## src/rtl/parking_gate_arbiter_pkg.sv

```systemverilog
// Shared types and default timing constants for the parking gate arbiter.
package parking_gate_arbiter_pkg;

   typedef enum logic [2:0] {
      IDLE,
      WAIT_PW,
      OPEN_ENTRY,
      OPEN_EXIT,
      LOCKOUT
   } state_e;

   typedef enum logic {
      ENTRY,
      EXIT
   } lane_e;

   localparam int unsigned DEF_CAPACITY    = 8;
   localparam int unsigned DEF_PW_CYCLES   = 32;
   localparam int unsigned DEF_OPEN_CYCLES = 16;
   localparam int unsigned DEF_LOCK_CYCLES = 64;

   // Wide enough for the longest timeout (lockout).
   localparam int unsigned TMR_W = 8;

endpackage

```

## src/rtl/parking_gate_arbiter_if.sv

```systemverilog
// Lane sensor / keypad / gate actuator bundle for the parking gate arbiter.
interface parking_gate_arbiter_if #(
   parameter int unsigned CNT_W = 4
);
   logic             entry_req;
   logic             exit_req;
   logic             pw_valid;
   logic [1:0]       pw_data;
   logic             car_passed;
   logic             gate_open;
   logic             grant_entry;
   logic             grant_exit;
   logic             pw_wrong;
   logic             locked;
   logic             full;
   logic [CNT_W-1:0] occupancy;
   logic [1:0]       tries_left;

   // Sensor/keypad side.
   modport master (
      output entry_req, exit_req, pw_valid, pw_data, car_passed,
      input  gate_open, grant_entry, grant_exit, pw_wrong, locked, full, occupancy, tries_left
   );

   // Arbiter side.
   modport slave (
      input  entry_req, exit_req, pw_valid, pw_data, car_passed,
      output gate_open, grant_entry, grant_exit, pw_wrong, locked, full, occupancy, tries_left
   );
endinterface

```

## src/rtl/parking_gate_arbiter_gate_timer.sv

```systemverilog
// Clear/enable up-counter with a compare-to-limit flag, shared by all timed states.
module parking_gate_arbiter_gate_timer #(
   parameter int unsigned WIDTH = 8
) (
   input  logic             clk,
   input  logic             reset,
   input  logic             clear,
   input  logic             enable,
   input  logic [WIDTH-1:0] limit,
   output logic             done
);

   logic [WIDTH-1:0] count_q;

   // Count up while enabled; clear takes priority so each state starts at zero.
   always_ff @(posedge clk or posedge reset) begin
      if (reset) begin
         count_q <= '0;
      end else if (clear) begin
         count_q <= '0;
      end else if (enable) begin
         count_q <= count_q + WIDTH'(1);
      end
   end

   assign done = (count_q == limit);

endmodule

```

## src/rtl/parking_gate_arbiter.sv

```systemverilog
// Shared barrier gate controller: lane arbitration, entry password check with
// lockout, and occupancy tracking.
module parking_gate_arbiter
   import parking_gate_arbiter_pkg::*;
#(
   parameter int unsigned CAPACITY    = DEF_CAPACITY,
   parameter int unsigned CNT_W       = 4,
   parameter logic [1:0]  PASSWORD    = 2'b01,
   parameter int unsigned MAX_TRIES   = 3,
   parameter int unsigned PW_CYCLES   = DEF_PW_CYCLES,
   parameter int unsigned OPEN_CYCLES = DEF_OPEN_CYCLES,
   parameter int unsigned LOCK_CYCLES = DEF_LOCK_CYCLES
) (
   input logic                   clk,
   input logic                   reset,
   parking_gate_arbiter_if.slave bus
);

   state_e           state_q, state_d;
   lane_e            last_served_q, last_served_d;
   logic [CNT_W-1:0] occupancy_q, occupancy_d;
   logic [1:0]       tries_q, tries_d;
   logic             pw_wrong_q, pw_wrong_d;

   logic             full, entry_ok, exit_ok, pick_exit;
   logic             tmr_restart, tmr_clear, tmr_enable, tmr_done;
   logic [TMR_W-1:0] tmr_limit;

   assign full     = (occupancy_q == CNT_W'(CAPACITY));
   assign entry_ok = bus.entry_req && !full;
   assign exit_ok  = bus.exit_req && (occupancy_q != '0);
   // On a tie the lane not served last wins.
   assign pick_exit = exit_ok && (!entry_ok || (last_served_q == ENTRY));

   // Select the timeout for the current state.
   always_comb begin
      tmr_limit = '0;
      case (state_q)
         WAIT_PW:              tmr_limit = TMR_W'(PW_CYCLES - 1);
         OPEN_ENTRY, OPEN_EXIT: tmr_limit = TMR_W'(OPEN_CYCLES - 1);
         LOCKOUT:              tmr_limit = TMR_W'(LOCK_CYCLES - 1);
         default:              tmr_limit = '0;
      endcase
   end

   assign tmr_clear  = (state_d != state_q) || tmr_restart;
   assign tmr_enable = (state_q != IDLE);

   parking_gate_arbiter_gate_timer #(
      .WIDTH(TMR_W)
   ) u_gate_timer (
      .clk   (clk),
      .reset (reset),
      .clear (tmr_clear),
      .enable(tmr_enable),
      .limit (tmr_limit),
      .done  (tmr_done)
   );

   // Next-state, occupancy, attempt and round-robin bookkeeping.
   always_comb begin
      state_d       = state_q;
      last_served_d = last_served_q;
      occupancy_d   = occupancy_q;
      tries_d       = tries_q;
      pw_wrong_d    = 1'b0;
      tmr_restart   = 1'b0;
      case (state_q)
         IDLE: begin
            if (pick_exit) begin
               state_d       = OPEN_EXIT;
               last_served_d = EXIT;
            end else if (entry_ok) begin
               state_d       = WAIT_PW;
               last_served_d = ENTRY;
               tries_d       = 2'(MAX_TRIES);
            end
         end
         WAIT_PW: begin
            if (bus.pw_valid) begin
               if (bus.pw_data == PASSWORD) begin
                  state_d = OPEN_ENTRY;
               end else begin
                  pw_wrong_d  = 1'b1;
                  tries_d     = tries_q - 2'd1;
                  tmr_restart = 1'b1;
                  if (tries_q == 2'd1) begin
                     state_d = LOCKOUT;
                  end
               end
            end else if (!bus.entry_req || tmr_done) begin
               state_d = IDLE;
            end
         end
         OPEN_ENTRY: begin
            if (bus.car_passed) begin
               occupancy_d = occupancy_q + CNT_W'(1);
               state_d     = IDLE;
            end else if (tmr_done) begin
               state_d = IDLE;
            end
         end
         OPEN_EXIT: begin
            if (bus.car_passed) begin
               if (occupancy_q != '0) begin
                  occupancy_d = occupancy_q - CNT_W'(1);
               end
               state_d = IDLE;
            end else if (tmr_done) begin
               state_d = IDLE;
            end
         end
         LOCKOUT: begin
            if (tmr_done) begin
               state_d = IDLE;
            end
         end
         default: state_d = IDLE;
      endcase
   end

   // State and bookkeeping registers.
   always_ff @(posedge clk or posedge reset) begin
      if (reset) begin
         state_q       <= IDLE;
         last_served_q <= ENTRY;
         occupancy_q   <= '0;
         tries_q       <= '0;
         pw_wrong_q    <= 1'b0;
      end else begin
         state_q       <= state_d;
         last_served_q <= last_served_d;
         occupancy_q   <= occupancy_d;
         tries_q       <= tries_d;
         pw_wrong_q    <= pw_wrong_d;
      end
   end

   assign bus.gate_open   = (state_q == OPEN_ENTRY) || (state_q == OPEN_EXIT);
   assign bus.grant_entry = (state_q == OPEN_ENTRY);
   assign bus.grant_exit  = (state_q == OPEN_EXIT);
   assign bus.pw_wrong    = pw_wrong_q;
   assign bus.locked      = (state_q == LOCKOUT);
   assign bus.full        = full;
   assign bus.occupancy   = occupancy_q;
   assign bus.tries_left  = (state_q == WAIT_PW) ? tries_q : 2'd0;

   // An exit from an empty lot would mean the occupancy bookkeeping has broken.
   assert property (@(posedge clk) disable iff (reset)
      !((state_q == OPEN_EXIT) && bus.car_passed && (occupancy_q == '0)));

endmodule

```

## src/flat_wrapper.sv

```systemverilog
// flat-port wrapper written by rule: the top's interface ports become plain ports
module parking_gate_arbiter_flat import parking_gate_arbiter_pkg::*;
#(
   parameter int unsigned CAPACITY    = DEF_CAPACITY,
   parameter int unsigned CNT_W       = 4,
   parameter logic [1:0]  PASSWORD    = 2'b01,
   parameter int unsigned MAX_TRIES   = 3,
   parameter int unsigned PW_CYCLES   = DEF_PW_CYCLES,
   parameter int unsigned OPEN_CYCLES = DEF_OPEN_CYCLES,
   parameter int unsigned LOCK_CYCLES = DEF_LOCK_CYCLES
)
  (clk, reset, bus_entry_req, bus_exit_req, bus_pw_valid, bus_pw_data, bus_car_passed, bus_gate_open, bus_grant_entry, bus_grant_exit, bus_pw_wrong, bus_locked, bus_full, bus_occupancy, bus_tries_left);
  parking_gate_arbiter_if #(.CNT_W(CNT_W)) bus_i ();
  input logic clk;
  input logic reset;
  input wire logic [$bits(bus_i.entry_req)-1:0] bus_entry_req;
  input wire logic [$bits(bus_i.exit_req)-1:0] bus_exit_req;
  input wire logic [$bits(bus_i.pw_valid)-1:0] bus_pw_valid;
  input wire logic [$bits(bus_i.pw_data)-1:0] bus_pw_data;
  input wire logic [$bits(bus_i.car_passed)-1:0] bus_car_passed;
  output wire logic [$bits(bus_i.gate_open)-1:0] bus_gate_open;
  output wire logic [$bits(bus_i.grant_entry)-1:0] bus_grant_entry;
  output wire logic [$bits(bus_i.grant_exit)-1:0] bus_grant_exit;
  output wire logic [$bits(bus_i.pw_wrong)-1:0] bus_pw_wrong;
  output wire logic [$bits(bus_i.locked)-1:0] bus_locked;
  output wire logic [$bits(bus_i.full)-1:0] bus_full;
  output wire logic [$bits(bus_i.occupancy)-1:0] bus_occupancy;
  output wire logic [$bits(bus_i.tries_left)-1:0] bus_tries_left;
  assign bus_i.entry_req = bus_entry_req;
  assign bus_i.exit_req = bus_exit_req;
  assign bus_i.pw_valid = bus_pw_valid;
  assign bus_i.pw_data = bus_pw_data;
  assign bus_i.car_passed = bus_car_passed;
  assign bus_gate_open = bus_i.gate_open;
  assign bus_grant_entry = bus_i.grant_entry;
  assign bus_grant_exit = bus_i.grant_exit;
  assign bus_pw_wrong = bus_i.pw_wrong;
  assign bus_locked = bus_i.locked;
  assign bus_full = bus_i.full;
  assign bus_occupancy = bus_i.occupancy;
  assign bus_tries_left = bus_i.tries_left;
  parking_gate_arbiter #(.CAPACITY(CAPACITY), .CNT_W(CNT_W), .PASSWORD(PASSWORD), .MAX_TRIES(MAX_TRIES), .PW_CYCLES(PW_CYCLES), .OPEN_CYCLES(OPEN_CYCLES), .LOCK_CYCLES(LOCK_CYCLES)) u_core (.clk(clk), .reset(reset), .bus(bus_i));
endmodule
```

## config.mk

```make
export PLATFORM = sky130hd
export DESIGN_NAME = parking_gate_arbiter_flat
export DESIGN_NICKNAME = d
export VERILOG_FILES = /design/src/rtl/parking_gate_arbiter_pkg.sv /design/src/rtl/parking_gate_arbiter_if.sv /design/src/rtl/parking_gate_arbiter_gate_timer.sv /design/src/rtl/parking_gate_arbiter.sv /design/src/flat_wrapper.sv
export SDC_FILE = /design/constraint.sdc
export NUM_CORES = 1
export LEC_CHECK = 0
export CORE_AREA = 5 5 56 58
export CTS_CLUSTER_DIAMETER = 80
export DETAILED_ROUTE_END_ITERATION = 12
export DIE_AREA = 0 0 61 63
export DONT_BUFFER_PORTS = 1
export PLACE_DENSITY = 0.68
export SYNTH_ARGS = -nofsm -noshare
export SYNTH_HDL_FRONTEND = slang
export SYNTH_SLANG_ARGS = --single-unit
```

## constraint.sdc

```tcl
create_clock -name clk -period 2.8 [get_ports clk]
set_input_delay 0.56 -clock clk [delete_from_list [all_inputs] [get_ports clk]]
set_output_delay 0.56 -clock clk [all_outputs]
set_load 0.01 [all_outputs]
```

==> metrics.txt <==
# TYPE chip_impl_metric gauge
chip_impl_metric{name="p_leak",unit="nW"} 0.602
chip_impl_metric{name="dp_cells",unit=""} 175
chip_impl_metric{name="met1_usage",unit=""} 0.199
chip_impl_metric{name="htreeDepth",unit=""} 1
chip_impl_metric{name="syn_inst",unit=""} 150
chip_impl_info{name="clock-root-buffer",value="sky130_fd_sc_hd__clkbuf_4"} 1
chip_impl_metric{name="finalHoldWorstSlack",unit="ns"} 0.231
chip_impl_metric{name="area_used_by_multi_input_combinational_logic",unit="um^2"} 759
chip_impl_metric{name="post_cts.resized_instances",unit=""} 0
chip_impl_metric{name="worst_pin_slew",unit="ns"} 0.723
chip_impl_metric{name="report.final.hold_viol_count",unit=""} 0
chip_impl_metric{name="cts_hold_repair.buffers",unit=""} 0
chip_impl_metric{name="drive_gt1_frac",unit=""} 0.0811
chip_impl_metric{name="worst_ir_drop_vdd",unit="mV"} 0.647
chip_impl_metric{name="synth.ff_latch_count",unit=""} 19
chip_impl_metric{name="ctsLongestPathBuffers",unit=""} 2
chip_impl_info{name="hold_class",value="in -> async"} 1
chip_impl_metric{name="area.sequential",unit="um^2"} 475
chip_impl_metric{name="layout.cells.non_filler",unit=""} 179
chip_impl_info{name="worstSetupEndpointType",value="flip-flop"} 1
chip_impl_metric{name="clock_sink_count",unit=""} 19
chip_impl_metric{name="grtUsageTotal",unit=""} 0.168
chip_impl_metric{name="n_antenna_cell",unit=""} 0
chip_impl_metric{name="worstPathRequired",unit="ns"} 3.02
chip_impl_metric{name="placeableCoreArea",unit="um^2"} 2620
chip_impl_metric{name="first_pass_grt_wire_length",unit="um"} 4920
chip_impl_metric{name="drt_iter0_drc",unit=""} 38
chip_impl_metric{name="avgRoutedWirePerCell",unit="um"} 16.4
chip_impl_metric{name="final_core_utilization",unit=""} 0.522
chip_impl_metric{name="postRouteWirelength",unit="um"} 2930
chip_impl_metric{name="worst_setup_hold_path_clk_slew",unit="ns"} 0.12
chip_impl_metric{name="core.rowCount",unit=""} 19
chip_impl_metric{name="number_of_antenna_violations_at_the_first_check_in_global_routing",unit=""} 0
chip_impl_metric{name="detailedPlacementHpwl",unit="um"} 2230
chip_impl_info{name="worstReg2RegStart",value="u_core.state_q[1]"} 1
chip_impl_metric{name="final.setup_skew",unit="ns"} 0.0105
chip_impl_metric{name="fill_cells",unit=""} 256
chip_impl_metric{name="grt_start_max_net_pins",unit=""} 20
chip_impl_metric{name="syn_area_per_cell",unit="um^2"} 8.90
chip_impl_metric{name="final_max_slew_viol_count",unit=""} 0
chip_impl_metric{name="io_buffers",unit=""} 0
chip_impl_metric{name="final.min_clock_period",unit="ns"} 2.45
chip_impl_metric{name="final_tns_setup",unit="ns"} 0
chip_impl_metric{name="synth_nets",unit=""} 163
chip_impl_metric{name="powerDensity",unit="nW/um^2"} 1030
chip_impl_metric{name="worstPathMaxFanout",unit=""} 15
chip_impl_info{name="crit_path_start",value="u_core.state_q[1]"} 1
chip_impl_info{name="tritoncts",value="done"} 1
chip_impl_metric{name="effective_utilization_at_floorplan",unit=""} 0.511
chip_impl_metric{name="num_vias",unit=""} 1082
chip_impl_metric{name="postRouteAntennaNets",unit=""} 0
chip_impl_metric{name="io_pins",unit=""} 20
chip_impl_info{name="r2r_end",value="u_core.u_gate_timer.count_q[4]"} 1
chip_impl_info{name="rsz0062_at_grt",value="no"} 1
chip_impl_metric{name="grt_util_met2",unit=""} 0.279
chip_impl_metric{name="worst_slew_margin_rel",unit=""} 0.518
chip_impl_metric{name="regToRegSetupSlack",unit="ns"} 0.35
chip_impl_metric{name="worstRegToRegCells",unit=""} 6
chip_impl_metric{name="critPathArrivalTime",unit="ns"} 2.67
chip_impl_info{name="criticalPathCategory",value="reg -> reg"} 1
chip_impl_metric{name="async_flop_share",unit=""} 1.00
chip_impl_metric{name="synth_edf_count",unit=""} 0
chip_impl_info{name="synth_flop_cell",value="sky130_fd_sc_hd__dfrtp_1"} 1
chip_impl_metric{name="synth-seq-area-share",unit=""} 0.356
chip_impl_metric{name="remaining_drc_errors",unit=""} 0
chip_impl_metric{name="yosysUniqueCellTypes",unit=""} 49
chip_impl_metric{name="placedInstanceArea",unit="um^2"} 1340
chip_impl_metric{name="max_freq",unit="MHz"} 408
chip_impl_metric{name="drt_first_pass_iters",unit=""} 4
chip_impl_metric{name="gr-total-overflow",unit=""} 0
chip_impl_metric{name="count_of_synthesis_stage_warnings_from_yosys",unit=""} 0
chip_impl_metric{name="mappedNetlistArea",unit="um^2"} 1340
chip_impl_info{name="status",value="complete, no violations"} 1
chip_impl_metric{name="report.final.setup_viol",unit=""} 0
chip_impl_metric{name="cts_made_buffers",unit=""} 3
chip_impl_metric{name="clock_latency",unit="ns"} 0.32
chip_impl_info{name="gr-max-usage-layer",value="met2"} 1
chip_impl_metric{name="grt_use_met3",unit=""} 0.0393
chip_impl_metric{name="fin_nets",unit=""} 162
chip_impl_metric{name="routabilityCongestion",unit=""} 0.919
chip_impl_metric{name="finish.instance_area",unit="um^2"} 1360
chip_impl_metric{name="die_height",unit="um"} 63
chip_impl_metric{name="layout-area-overhead-vs-synth",unit="%"} 2.16
chip_impl_metric{name="avgViaCountPerCell",unit=""} 6.04
chip_impl_metric{name="die-area",unit="um^2"} 3840
chip_impl_metric{name="max_cap_viol_count",unit=""} 0
chip_impl_info{name="startpoint_type",value="flip-flop"} 1
chip_impl_metric{name="postCtsSetupBuffers",unit=""} 0
chip_impl_metric{name="grt_pass1_vias",unit=""} 1139
chip_impl_metric{name="floorplan.die.width",unit="um"} 61
chip_impl_metric{name="finalCritPeriodShare",unit=""} 0.876
-- cells in the mapped netlist (2+ instances only) --
cell	count	area [um^2]
sky130_fd_sc_hd__o21ai_0	3	15.0
sky130_fd_sc_hd__nor2_1	9	33.8
sky130_fd_sc_hd__a21oi_1	5	25.0
sky130_fd_sc_hd__nand2b_1	2	12.5
sky130_fd_sc_hd__nor4_1	10	62.6
sky130_fd_sc_hd__nand4_1	2	12.5
sky130_fd_sc_hd__nand3_1	2	10.0
sky130_fd_sc_hd__or3_1	3	18.8
sky130_fd_sc_hd__nor3_1	2	10.0
sky130_fd_sc_hd__nand2_1	20	75.1
sky130_fd_sc_hd__o21a_1	4	30.0
sky130_fd_sc_hd__o31ai_1	2	15.0
sky130_fd_sc_hd__dfrtp_1	19	475
sky130_fd_sc_hd__xor2_1	6	52.6
sky130_fd_sc_hd__ha_1	4	50.1
sky130_fd_sc_hd__buf_2	2	10.0
sky130_fd_sc_hd__buf_6	2	22.5
sky130_fd_sc_hd__o22ai_1	2	12.5
sky130_fd_sc_hd__inv_1	12	45.0
sky130_fd_sc_hd__and2_1	2	12.5
sky130_fd_sc_hd__a22o_1	2	17.5
sky130_fd_sc_hd__and3_1	2	12.5
sky130_fd_sc_hd__clkbuf_1	3	11.3
sky130_fd_sc_hd__xnor2_1	5	43.8
-- cells in the final DEF (no fill, tap or decap), drive strengths merged, types with 2 or more instances in the layout --
cell	synthesis	final
nand3	2	2
o21a	4	4
and3	2	2
o22ai	2	2
nand2	20	20
xor2	6	6
buf	5	2
or3	3	3
inv	13	13
a22o	2	2
dfrtp	19	19
nor4	10	10
nand4	2	2
ha	4	4
a21oi	5	5
xnor2	5	5
o21ai	3	3
nor2	10	10
a2111oi	3	3
nand2b	2	2
o31ai	2	2
and2	2	2
clkbuf	3	4
nor3	2	2
-- metal layers --
metal / up-vias / routed length, um / share of wire
met5: - / 0 / 0
met4: 0 / 69 / 0.024
met3: 7 / 137 / 0.047
met2: 27 / 1480 / 0.50
met1: 521 / 1250 / 0.43
li1: 527 / - / -
-- sequential cells by signal, indices dropped and copies added, names as in the netlist --
signal,flops
u_core.tries_q,2
u_core.bus.occupancy,4
u_core.bus.pw_wrong,1
u_core.u_gate_timer.count_q,8
u_core.state_q,3
u_core.last_served_q,1
-- through the flow --
step                      worst slack, ns  total power (W)
after floorplan                     0.715          0.00113
after global placement              0.488          0.00123
after detailed placement            0.400          0.00126
after CTS                           0.367          0.00141
after global routing                0.154          0.00151
final                               0.346          0.00141
-- worst max path at each step --
stage	endpoint	slack [ns]	depth (start not counted)
finish	u_core.u_gate_timer.count_q[4]	0.35	6
detailed placement	u_core.u_gate_timer.count_q[4]	0.40	6
CTS	u_core.u_gate_timer.count_q[4]	0.37	6
global placement	u_core.u_gate_timer.count_q[1]	0.49	6
global route	u_core.u_gate_timer.count_q[4]	0.15	6
floorplan	u_core.bus.occupancy[3]	0.72	11
-- worst max-delay path: stages (launching register included) --
cell,delay (ns)
sky130_fd_sc_hd__dfrtp_1,0.62
sky130_fd_sc_hd__or3_1,0.33
sky130_fd_sc_hd__a2111oi_1,0.13
sky130_fd_sc_hd__a31o_1,0.27
sky130_fd_sc_hd__o31a_1,0.31
sky130_fd_sc_hd__a211o_4,0.39
sky130_fd_sc_hd__nor4_1,0.31
-- layout make-up --
class                      count  area share
multi-input combinational    110       0.557
inverter                      13      0.0358
timing repair buffer           2      0.0110
sequential                    19       0.349
clock buffer                   4      0.0193
tap                           31      0.0284
-- cell families (layout without fill, tap and decap cells) --
| family | count (synthesis) | in the layout | share of synthesized area |
|---|---|---|---|
| AO/OA/AOI/OAI | 33 | 33 | 0.205 |
| XOR/XNOR | 11 | 11 | 0.0722 |
| adder cells (fa/ha/maj) | 5 | 5 | 0.0525 |
| buffers and inverters | 21 | 19 | 0.0750 |
| flip-flops | 19 | 19 | 0.356 |
| multiplexers | 1 | 1 | 0.00750 |
| AND/OR/NAND/NOR | 60 | 60 | 0.231 |
-- power by group --
part	internal, W	switching [W]	leakage (nW)
sequential	0.000351	0.000130	0.242
clock	0.0000558	0.0000951	0.0150
combinational	0.000324	0.000451	0.345
(Power assumes the default switching activity.)
